$ cat src/rtl/pt_axi4lite_master.sv
// Bridges a one-at-a-time command/response stream onto an AXI4-Lite master port.
// Only one transaction is in flight at a time, and every output comes straight from a flop.
module pt_axi4lite_master #(
   parameter int ADDR_W = 32,
   parameter int DATA_W = 64,
   localparam int STRB_W = DATA_W / 8
) (
   input  logic              i_clk,
   input  logic              i_rst_n,
   input  logic [ADDR_W-1:0] i_cmd_addr,
   input  logic [DATA_W-1:0] i_cmd_data,
   input  logic [STRB_W-1:0] i_cmd_strb,
   input  logic              i_cmd_write,
   input  logic              i_cmd_valid,
   output logic              o_cmd_ready,
   output logic [DATA_W-1:0] o_rsp_data,
   output logic [1:0]        o_rsp_resp,
   output logic              o_rsp_valid,
   input  logic              i_rsp_ready,
   output logic [ADDR_W-1:0] o_awaddr,
   output logic              o_awvalid,
   input  logic              i_awready,
   output logic [DATA_W-1:0] o_wdata,
   output logic [STRB_W-1:0] o_wstrb,
   output logic              o_wvalid,
   input  logic              i_wready,
   input  logic [1:0]        i_bresp,
   input  logic              i_bvalid,
   output logic              o_bready,
   output logic [ADDR_W-1:0] o_araddr,
   output logic              o_arvalid,
   input  logic              i_arready,
   input  logic [DATA_W-1:0] i_rdata,
   input  logic [1:0]        i_rresp,
   input  logic              i_rvalid,
   output logic              o_rready,
   output logic [2:0]        o_state
);

   // Handshakes: a transfer happens on a rising clock edge where valid and ready are both 1.
   // Once a valid is raised, it stays high and its payload stays fixed until that transfer.

   typedef enum logic [2:0] {
      IDLE   = 3'd0,
      WR_REQ = 3'd1,
      WR_RSP = 3'd2,
      RD_REQ = 3'd3,
      RD_RSP = 3'd4,
      RSP    = 3'd5
   } state_t;

   state_t              state, state_n;
   logic                cmd_ready_n, rsp_valid_n, awvalid_n, wvalid_n;
   logic                bready_n, arvalid_n, rready_n;
   logic [DATA_W-1:0]   rsp_data_n, wdata_n;
   logic [1:0]          rsp_resp_n;
   logic [ADDR_W-1:0]   awaddr_n, araddr_n;
   logic [STRB_W-1:0]   wstrb_n;

   assign o_state = state;

   always_ff @(posedge i_clk or negedge i_rst_n) begin
      if (!i_rst_n) begin
         state       <= IDLE;
         o_cmd_ready <= 1'b0;
         o_rsp_data  <= '0;
         o_rsp_resp  <= '0;
         o_rsp_valid <= 1'b0;
         o_awaddr    <= '0;
         o_awvalid   <= 1'b0;
         o_wdata     <= '0;
         o_wstrb     <= '0;
         o_wvalid    <= 1'b0;
         o_bready    <= 1'b0;
         o_araddr    <= '0;
         o_arvalid   <= 1'b0;
         o_rready    <= 1'b0;
      end else begin
         state       <= state_n;
         o_cmd_ready <= cmd_ready_n;
         o_rsp_data  <= rsp_data_n;
         o_rsp_resp  <= rsp_resp_n;
         o_rsp_valid <= rsp_valid_n;
         o_awaddr    <= awaddr_n;
         o_awvalid   <= awvalid_n;
         o_wdata     <= wdata_n;
         o_wstrb     <= wstrb_n;
         o_wvalid    <= wvalid_n;
         o_bready    <= bready_n;
         o_araddr    <= araddr_n;
         o_arvalid   <= arvalid_n;
         o_rready    <= rready_n;
      end
   end

   always_comb begin
      state_n     = state;
      cmd_ready_n = o_cmd_ready;
      rsp_data_n  = o_rsp_data;
      rsp_resp_n  = o_rsp_resp;
      rsp_valid_n = o_rsp_valid;
      awaddr_n    = o_awaddr;
      awvalid_n   = o_awvalid;
      wdata_n     = o_wdata;
      wstrb_n     = o_wstrb;
      wvalid_n    = o_wvalid;
      bready_n    = o_bready;
      araddr_n    = o_araddr;
      arvalid_n   = o_arvalid;
      rready_n    = o_rready;

      case (state)
         IDLE: begin
            cmd_ready_n = 1'b1;
            if (i_cmd_valid && o_cmd_ready) begin
               cmd_ready_n = 1'b0;
               if (i_cmd_write) begin
                  awaddr_n  = i_cmd_addr;
                  wdata_n   = i_cmd_data;
                  wstrb_n   = i_cmd_strb;
                  awvalid_n = 1'b1;
                  wvalid_n  = 1'b1;
                  state_n   = WR_REQ;
               end else begin
                  araddr_n  = i_cmd_addr;
                  arvalid_n = 1'b1;
                  state_n   = RD_REQ;
               end
            end
         end
         WR_REQ: begin
            // AW and W retire independently; B is only accepted once both have gone.
            if (o_awvalid && i_awready) awvalid_n = 1'b0;
            if (o_wvalid && i_wready)   wvalid_n  = 1'b0;
            if (!awvalid_n && !wvalid_n) begin
               bready_n = 1'b1;
               state_n  = WR_RSP;
            end
         end
         WR_RSP: begin
            if (i_bvalid && o_bready) begin
               rsp_resp_n  = i_bresp;
               rsp_data_n  = '0;
               rsp_valid_n = 1'b1;
               bready_n    = 1'b0;
               state_n     = RSP;
            end
         end
         RD_REQ: begin
            if (o_arvalid && i_arready) begin
               arvalid_n = 1'b0;
               rready_n  = 1'b1;
               state_n   = RD_RSP;
            end
         end
         RD_RSP: begin
            if (i_rvalid && o_rready) begin
               rsp_data_n  = i_rdata;
               rsp_resp_n  = i_rresp;
               rsp_valid_n = 1'b1;
               rready_n    = 1'b0;
               state_n     = RSP;
            end
         end
         RSP: begin
            if (i_rsp_ready) begin
               rsp_valid_n = 1'b0;
               cmd_ready_n = 1'b1;
               state_n     = IDLE;
            end
         end
         default: state_n = IDLE;
      endcase
   end

endmodule

$ cat config.mk
export PLATFORM = sky130hd
export DESIGN_NAME = pt_axi4lite_master
export DESIGN_NICKNAME = d
export VERILOG_FILES = /design/src/rtl/pt_axi4lite_master.sv
export SDC_FILE = /design/constraint.sdc
export NUM_CORES = 1
export LEC_CHECK = 0
export ABC_CLOCK_PERIOD_IN_PS = 2200
export CORE_AREA = 3 3 152 154
export DETAILED_ROUTE_END_ITERATION = 8
export DIE_AREA = 0 0 155 157
export GPL_TIMING_DRIVEN = 0
export PLACE_DENSITY = 0.73
export SLEW_MARGIN = 25
export SYNTH_ARGS = -nofsm -noshare
export SYNTH_HDL_FRONTEND = slang
export SYNTH_SLANG_ARGS = --single-unit
$ cat constraint.sdc
create_clock -name i_clk -period 2.2 [get_ports i_clk]
set_input_delay 0.55 -clock i_clk [delete_from_list [all_inputs] [get_ports i_clk]]
set_output_delay 0.55 -clock i_clk [all_outputs]
set_load 0.1 [all_outputs]
==> results.sh, run 1 <==
export IMPL_min_path_type="input pin to async pin"
export IMPL_fin_crit_sh=0.973
export IMPL_via_per_inst=4.83
export IMPL_placed_cells=1313
export IMPL_dp_hpwl_um=19400
export IMPL_synth_most_common_cell="dfrtp_1"
export IMPL_cts_root_buf="clkbuf_16"
export IMPL_wl_um=25800
export IMPL_critPathBufInv=1
export IMPL_wl_per_cell_um=19.0
export IMPL_synthFlopType="dfrtp_1"
export IMPL_synth_top_area_share=0.632
export IMPL_grt_pass1_vias=7023
export IMPL_arrival_ns=1.59
export IMPL_fmax_ghz=0.467
export IMPL_cts_max_path_buffers=3
export IMPL_drive_gt1_frac=0.369
export IMPL_cts_tree="built"
export IMPL_crit_family="buffers and inverters"
export IMPL_layout_cells_non_filler=1358
export IMPL_status="finished, violations left"
export IMPL_netlist_area_sq_um=8390
export IMPL_slew_viol_final=0
export IMPL_grt_max_degree=79
export IMPL_avgSynthCellArea_sq_um=13.2
export IMPL_insertion_delay_ns=0.51
export IMPL_grt_pass1_wl_um=40200
export IMPL_synth_cells=638
export IMPL_setup_viol=0
export IMPL_start_util=0.384
export IMPL_clkSinkCount=212
export IMPL_fp_row_count=54
export IMPL_violations="negative hold slack"
export IMPL_yosys_warnings=0
export IMPL_track_usage=0.208
export IMPL_dieArea_sq_um=24300
export IMPL_required_ns=1.65
export IMPL_synth_seq_area_share=0.632
export IMPL_final_nets=1242
export IMPL_drtIter0Drc=227
export IMPL_synthArstFlopShare=1.00
export IMPL_whs_ns=-0.0188
export IMPL_antenna_found_initial=0
export IMPL_cp_depth=1
export IMPL_grt_overflow=0
export IMPL_regArea_sq_um=5310
export IMPL_ant_nets=0
export IMPL_tightest_slew_ns=0.631
export IMPL_htreeDepth=1
export IMPL_clk_pin_slew_ns=0.06
export IMPL_diodes=0
export IMPL_synth_largest_area_cell="dfrtp_1"
export IMPL_die_h_um=157
export IMPL_period_needed_ns=2.14
export IMPL_vias=6554
export IMPL_start_kind="flop"
export IMPL_area_delta_synth_final_pct=65.2
export IMPL_io_buffers=393
export IMPL_synth_common_cells="212 x dfrtp_1, 140 x nand2_1, 78 x mux2_2"
export IMPL_post_cts_setup_buffers=0
export IMPL_crit_fanout=8
export IMPL_path_cells="clkdlybuf4s15_2"
export IMPL_ys_ff_latch=212
export IMPL_ios=394
export IMPL_worstSetupEndpointType="output pin"
export IMPL_core_area_sq_um=21800
export IMPL_numCtsBuffers=25
export IMPL_finalWeightedCongestion=0.810
export IMPL_drv_cap=0
export IMPL_finalHoldViolCount=6
export IMPL_yosysUniqueCellTypes=37
export IMPL_slew_headroom=0.581
export IMPL_rsz0062_at_grt="false"
export IMPL_rr_worst_depth=6
export IMPL_synth_edff_count=0
export IMPL_finalClockSkew_ns=0.0130
export IMPL_critical_path_class="flop to output pin"
export IMPL_cpPeakStageDelay_ns=0.63
export IMPL_fillers=1756
export IMPL_slowest_stage="clkdlybuf4s15_2"
export IMPL_drc_errors=0
export IMPL_dr_pass1_iters=4
export IMPL_die_x_um=155
export IMPL_synth_area_leaders="dfrtp_1 63%, mux2_2 10%, nand2_1 6.3%"
export IMPL_multi_input_area_sq_um=2820
export IMPL_syn_num_nets=820
==> routing by layer <==
layer	part of all wire	track usage	routed length, um	vias to the layer above
met5	0	0	0	-
met1	0.38	0.247	9900	3206
met2	0.50	0.364	12900	267
met3	0.086	0.0696	2230	47
met4	0.030	0.0551	772	0
li1	-	-	-	3034
==> repair_timing <==
| action | CTS | global route |
|---|---|---|
| gates resized for setup | 636 | 0 |
| endpoints found under the setup margin | 212 | 0 |
| hold buffers | 0 | 0 |
==> final timing paths <==
check                                       to  slack [ns]           start
worst max register to register     o_awaddr[7]        0.17      o_state[0]
worst min-delay path                o_wstrb[0]       -0.02         i_rst_n
min in group i_clk              o_rsp_data[31]        0.48  o_rsp_data[31]
worst min register to register  o_rsp_data[31]        0.48  o_rsp_data[31]
worst max-delay path                o_state[2]        0.06      o_state[2]
max in group asynchronous          o_wdata[49]        1.10         i_rst_n
==> logic make-up after synthesis <==
family                 synth area share
multiplexers                      0.198
flip-flops                        0.632
AO/OA/AOI/OAI                    0.0619
buffers and inverters            0.0318
AND/OR/NAND/NOR                  0.0762
==> stage by stage <==
step	instance area (sq um)	hold WS (ns)	TNS (ns)	worst slack (ns)	util
floorplan	8400	0.254	0	0.0840	-
global placement	12700	0.462	-1884.68	-9.54	0.581
detailed placement	12700	0.469	-46.39	-0.393	0.584
CTS	13900	0.000515	0	0.0325	0.635
global route	13900	0.0111	0	0.00602	0.635
finish	13900	-0.0188	0	0.0598	0.635
==> layout make-up <==
| cell class | count | share of cell area |
|---|---|---|
| inverters | 3 | 0.000812 |
| well taps | 280 | 0.0253 |
| flip-flops and latches | 212 | 0.383 |
| clock buffers | 40 | 0.0564 |
| multi-input cells | 384 | 0.203 |
| repair buffers | 395 | 0.307 |
| clock inverters | 5 | 0.00542 |
| plain buffers | 39 | 0.0184 |
==> placed cells by master, fill, tap and decap left out, drive strengths merged, types with 2 or more instances in the layout <==
| cell type | count |
|---|---|
| bufinv | 2 |
| nand2 | 140 |
| a32oi | 2 |
| o311ai | 2 |
| nor2b | 2 |
| o21ai | 69 |
| a21oi | 6 |
| nor2 | 4 |
| clkdlybuf4s50 | 180 |
| o21a | 2 |
| clkinv | 3 |
| mux2i | 2 |
| inv | 3 |
| mux2 | 136 |
| clkbuf | 51 |
| dfrtp | 212 |
| a21o | 2 |
| and4b | 2 |
| a211oi | 2 |
| clkdlybuf4s15 | 212 |
| buf | 31 |
==> flip-flops by register name (all words and copies together) (netlist names), 2 cells and up <==
signal	cells
o_awaddr	32
o_state	3
o_rsp_resp	2
o_wdata	64
o_rsp_data	64
o_wstrb	8
o_araddr	32
Power of run 1 is not shown: default switching activity piles up to over one toggle a cycle in this logic, so the estimate is an artifact.
==> inputs of run 2 (changes only) <==
==> constraint.sdc (replaced) <==
create_clock -name i_clk -period 2.2 [get_ports i_clk]
set_input_delay 0.33 -clock i_clk [delete_from_list [all_inputs] [get_ports i_clk]]
set_output_delay 0.33 -clock i_clk [all_outputs]
set_load 0.1 [all_outputs]
==> run 2 against run 1 <==
The flow now finishes without violations. Setup slack improved by 0.023 ns. Register-to-register slack about the same. Highest routed layer unchanged. Worst hold slack better by 0.37 ns. Global-route usage shrank 0.21 points. Clock skew up 0.0013 ns. Core utilization down 2.4 points. Design area shrank 3.7%.
==> results.sh, run 2 (synthesized netlist as in run 1, its figures left out) <==
export IMPL_status="completed"
export IMPL_vias=6559
export IMPL_die_x_um=155
export IMPL_layout_common_cells="208 x dfrtp_1, 206 x dlygate4sd2_1, 180 x clkdlybuf4s50_1, 140 x nand2_1, 78 x mux2_2"
export IMPL_slowest_stage="clkdlybuf4s15_1"
export IMPL_wl_um=25600
export IMPL_cts_max_path_buffers=3
export IMPL_final_nets=1243
export IMPL_worstSetupEndpointType="output pin"
export IMPL_ios=394
export IMPL_start_kind="flop"
export IMPL_drive_gt1_frac=0.177
export IMPL_cts_tree="built"
export IMPL_track_usage=0.206
export IMPL_diodes=0
export IMPL_drv_cap=0
export IMPL_io_buffers=393
export IMPL_fp_row_count=54
export IMPL_drc_errors=0
export IMPL_cpPeakStageDelay_ns=0.89
export IMPL_layout_cells_non_filler=1359
export IMPL_core_area_sq_um=21800
export IMPL_via_per_inst=4.83
export IMPL_crit_fanout=3
export IMPL_post_cts_setup_buffers=0
export IMPL_start_util=0.384
export IMPL_numCtsBuffers=25
export IMPL_critical_path_class="flop to output pin"
export IMPL_clk_pin_slew_ns=0.06
export IMPL_drtIter0Drc=241
export IMPL_min_path_type="input pin to async pin"
export IMPL_grt_pass1_vias=6996
export IMPL_insertion_delay_ns=0.51
export IMPL_reg_largest_list="o_rsp_data (64), o_wdata (64)"
export IMPL_tns_ns=0
export IMPL_fin_crit_sh=0.962
export IMPL_finalHoldViolCount=0
export IMPL_slew_viol_final=0
export IMPL_tightest_slew_ns=1.06
export IMPL_wl_per_cell_um=18.8
export IMPL_dieArea_sq_um=24300
export IMPL_area_delta_synth_final_pct=59.0
export IMPL_period_needed_ns=2.12
export IMPL_die_h_um=157
export IMPL_required_ns=1.87
export IMPL_rsz0062_at_grt="false"
export IMPL_htreeDepth=1
export IMPL_path_cells="clkdlybuf4s15_1"
export IMPL_arrival_ns=1.79
export IMPL_dp_hpwl_um=19400
export IMPL_fmax_ghz=0.472
export IMPL_layout_commonest_cell="dfrtp_1"
export IMPL_slew_headroom=0.295
export IMPL_clkSinkCount=212
export IMPL_finalWeightedCongestion=0.810
export IMPL_placed_cells=1313
export IMPL_dr_pass1_iters=4
export IMPL_grt_pass1_wl_um=39800
export IMPL_antenna_found_initial=0
export IMPL_setup_viol=0
export IMPL_cts_root_buf="clkbuf_16"
export IMPL_ant_nets=0
export IMPL_grt_overflow=0
export IMPL_finalClockSkew_ns=0.0142
export IMPL_critPathBufInv=1
export IMPL_grt_max_degree=79
export IMPL_crit_family="buffers and inverters"
[run 2: cell count changes in the layout (fill, tap and decap cells not counted), sizes merged]
cell           previous run  this run
clkbuf                   51        53
dlygate4sd3               0         1
dlygate4sd2               0       206
clkdlybuf4s15           212         4
[run 2: layer usage]
metal | share of wire | vias to the layer above | wire length (um) | GRT usage
li1 | - | 3038 | - | -
met1 | 0.38 | 3193 | 9810 | 0.246
met2 | 0.50 | 280 | 12800 | 0.360
met3 | 0.086 | 48 | 2210 | 0.0668
met4 | 0.030 | 0 | 762 | 0.0559
met5 | 0 | - | 0 | 0
[run 2: through the flow]
step	util	area [sq um]	hold WS (ns)	setup WS, ns
6_report	0.611	13300	0.354	0.0827
5_1_grt	0.611	13300	0.362	0.0291
4_1_cts	0.612	13400	0.346	0.00948
3_5_place_dp	0.584	12700	0.322	-0.173
3_3_place_gp	0.581	12700	0.462	-9.32
2_1_floorplan	-	8400	0.0344	0.0840
[run 2: path summary, 6_finish.rpt]
kind / from / to / slack, ns / depth (start not counted)
setup / recovery: o_cmd_ready / o_cmd_ready / 0.08 / 1
max in group asynchronous: i_rst_n / o_wdata[48] / 0.73 / 4
setup reg to reg: o_state[0] / o_awaddr[7] / 0.18 / 6
min in group i_clk: i_rdata[58] / o_rsp_data[58] / 0.37 / 3
hold / removal: i_rst_n / o_wstrb[0] / 0.35 / 2
hold reg to reg: o_rsp_data[30] / o_rsp_data[30] / 0.47 / 2
[run 2: timing repair]
item,4_1_cts,5_1_grt
gates resized for setup,220,3
endpoints found under the hold margin,70,0
endpoints found under the setup margin,212,3
hold buffers,1,0
[run 2: cell type report]
cell class,count,area (sq um)
clock buffer,40,782
clock inverter,5,75.1
tap,280,350
inverter,3,11.3
multi-input combinational,384,2820
buffer,39,255
timing repair buffer,396,3740
fill,1887,8480
sequential,212,5310
Power of run 2 is left out for the same reason.
==> inputs of run 3 (changes only) <==
Settings changed: PLACE_DENSITY 0.73 to 0.75.
==> run 3 against run 2 <==
Critical path type unchanged. Flip-flop and latch count stayed put. Register-to-register slack better by 0.08 ns. Final cell count hardly changed. Largest cell class unchanged.
==> results.sh, run 3 (synthesized netlist as in run 1, its figures left out) <==
export IMPL_status="completed"
export IMPL_dp_hpwl_um=19500
export IMPL_rr_worst_depth=6
export IMPL_critPathBufInv=1
export IMPL_crit_fanout=4
export IMPL_setup_viol=0
export IMPL_grt_max_degree=87
export IMPL_period_needed_ns=2.15
export IMPL_final_nets=1242
export IMPL_slowest_stage="clkdlybuf4s15_1"
export IMPL_cpPeakStageDelay_ns=0.90
export IMPL_io_buffers=393
export IMPL_grt_overflow=0
export IMPL_finalHoldViolCount=0
export IMPL_vias=6592
export IMPL_ant_nets=0
export IMPL_antenna_found_initial=1
export IMPL_die_h_um=157
export IMPL_r2r_end="o_wdata[62]"
export IMPL_grt_pass1_wl_um=38900
export IMPL_ios=394
export IMPL_drv_cap=0
export IMPL_htreeDepth=1
export IMPL_whs_ns=0.339
export IMPL_die_x_um=155
export IMPL_finalClockSkew_ns=0.0238
export IMPL_multi_input_area_sq_um=2820
export IMPL_start_kind="flop"
export IMPL_min_path_type="input pin to async pin"
export IMPL_post_cts_setup_buffers=0
export IMPL_diodes=0
export IMPL_area_delta_synth_final_pct=58.3
export IMPL_clk_pin_slew_ns=0.06
export IMPL_fin_crit_sh=0.977
export IMPL_startpoint="o_arvalid"
export IMPL_wl_um=25800
export IMPL_cts_tree="built"
export IMPL_required_ns=1.87
export IMPL_cp_depth=1
export IMPL_reg_largest_list="o_rsp_data (64), o_wdata (64)"
export IMPL_finalWeightedCongestion=0.791
export IMPL_via_per_inst=4.85
export IMPL_numCtsBuffers=24
export IMPL_tns_ns=0
export IMPL_tightest_slew_ns=1.05
export IMPL_slew_viol_final=0
export IMPL_layout_common_cells="208 x dfrtp_1, 206 x dlygate4sd2_1, 180 x clkdlybuf4s50_1, 140 x nand2_1, 78 x mux2_2"
export IMPL_dieArea_sq_um=24300
export IMPL_clkSinkCount=212
export IMPL_track_usage=0.202
export IMPL_critical_path_class="flop to output pin"
export IMPL_slew_headroom=0.300
export IMPL_grt_pass1_vias=6824
export IMPL_arrival_ns=1.82
export IMPL_cts_max_path_buffers=3
export IMPL_start_util=0.384
export IMPL_insertion_delay_ns=0.53
export IMPL_layout_commonest_cell="dfrtp_1"
export IMPL_worstReg2RegStart="o_state[0]"
export IMPL_wl_per_cell_um=19.0
export IMPL_path_cells="clkdlybuf4s15_1"
export IMPL_drtIter0Drc=264
export IMPL_fmax_ghz=0.465
export IMPL_drc_errors=0
export IMPL_core_area_sq_um=21800
export IMPL_regArea_sq_um=5310
export IMPL_crit_family="buffers and inverters"
export IMPL_worstSetupEndpoint="o_arvalid"
export IMPL_r2r_slack_ns=0.26
export IMPL_drive_gt1_frac=0.177
export IMPL_dr_pass1_iters=4
export IMPL_fillers=1850
export IMPL_cts_root_buf="clkbuf_16"
export IMPL_worstSetupEndpointType="output pin"
export IMPL_rsz0062_at_grt="false"
export IMPL_fp_row_count=54
## run 3: worst min path at each step
stage | end | cells after the start | start | slack (ns)
floorplan | o_araddr[0] | 0 | i_rst_n | 0.03
global placement | o_rsp_data[57] | 2 | o_rsp_data[57] | 0.46
detailed placement | o_wdata[18] | 1 | i_rst_n | 0.30
CTS | o_rsp_data[29] | 3 | i_rdata[29] | 0.34
global route | o_rsp_data[1] | 3 | i_rdata[1] | 0.34
finish | o_wdata[18] | 2 | i_rst_n | 0.34
## run 3: layout make-up
class / count / area share
Clock inverter: 11 / 0.00744
Clock buffer: 33 / 0.0523
Sequential cell: 212 / 0.400
Inverter: 3 / 0.000848
Tap cell: 280 / 0.0264
Multi-Input combinational cell: 384 / 0.212
Buffer: 39 / 0.0192
Timing Repair Buffer: 396 / 0.282
## run 3: metrics by stage
stage / cells / instance area [sq um] / setup WS [ns] / util
floorplan: 638 / 8400 / 0.0840 / -
global placement: 1311 / 12700 / -9.16 / 0.581
detailed placement: 1313 / 12700 / -0.0701 / 0.584
CTS: 1358 / 13300 / 0.00103 / 0.609
global route: 1358 / 13300 / 0.00588 / 0.609
finish: 1358 / 13300 / 0.0509 / 0.609
## run 3: worst register-to-register path, stage by stage (launching register included)
cell and delay (ns):
dfrtp_2 0.40, buf_6 0.14, nor4_2 0.24, nand2_1 0.24, buf_4 0.27, buf_4 0.21, mux2_1 0.33
## run 3: what timing repair did
| action | 4_1_cts | 5_1_grt |
|---|---|---|
| resized for setup | 220 | 2 |
| hold buffers | 1 | 0 |
| endpoints found under the setup margin | 212 | 2 |
| endpoints found under the hold margin | 62 | 0 |
## run 3: routing by layer
metal,GRT usage,up-vias,part of all wire
li1,-,3036,-
met1,0.234,3248,0.37
met2,0.360,259,0.51
met3,0.0685,47,0.088
met4,0.0559,2,0.025
met5,0,-,0.00050
Power of run 3 is left out for the same reason.
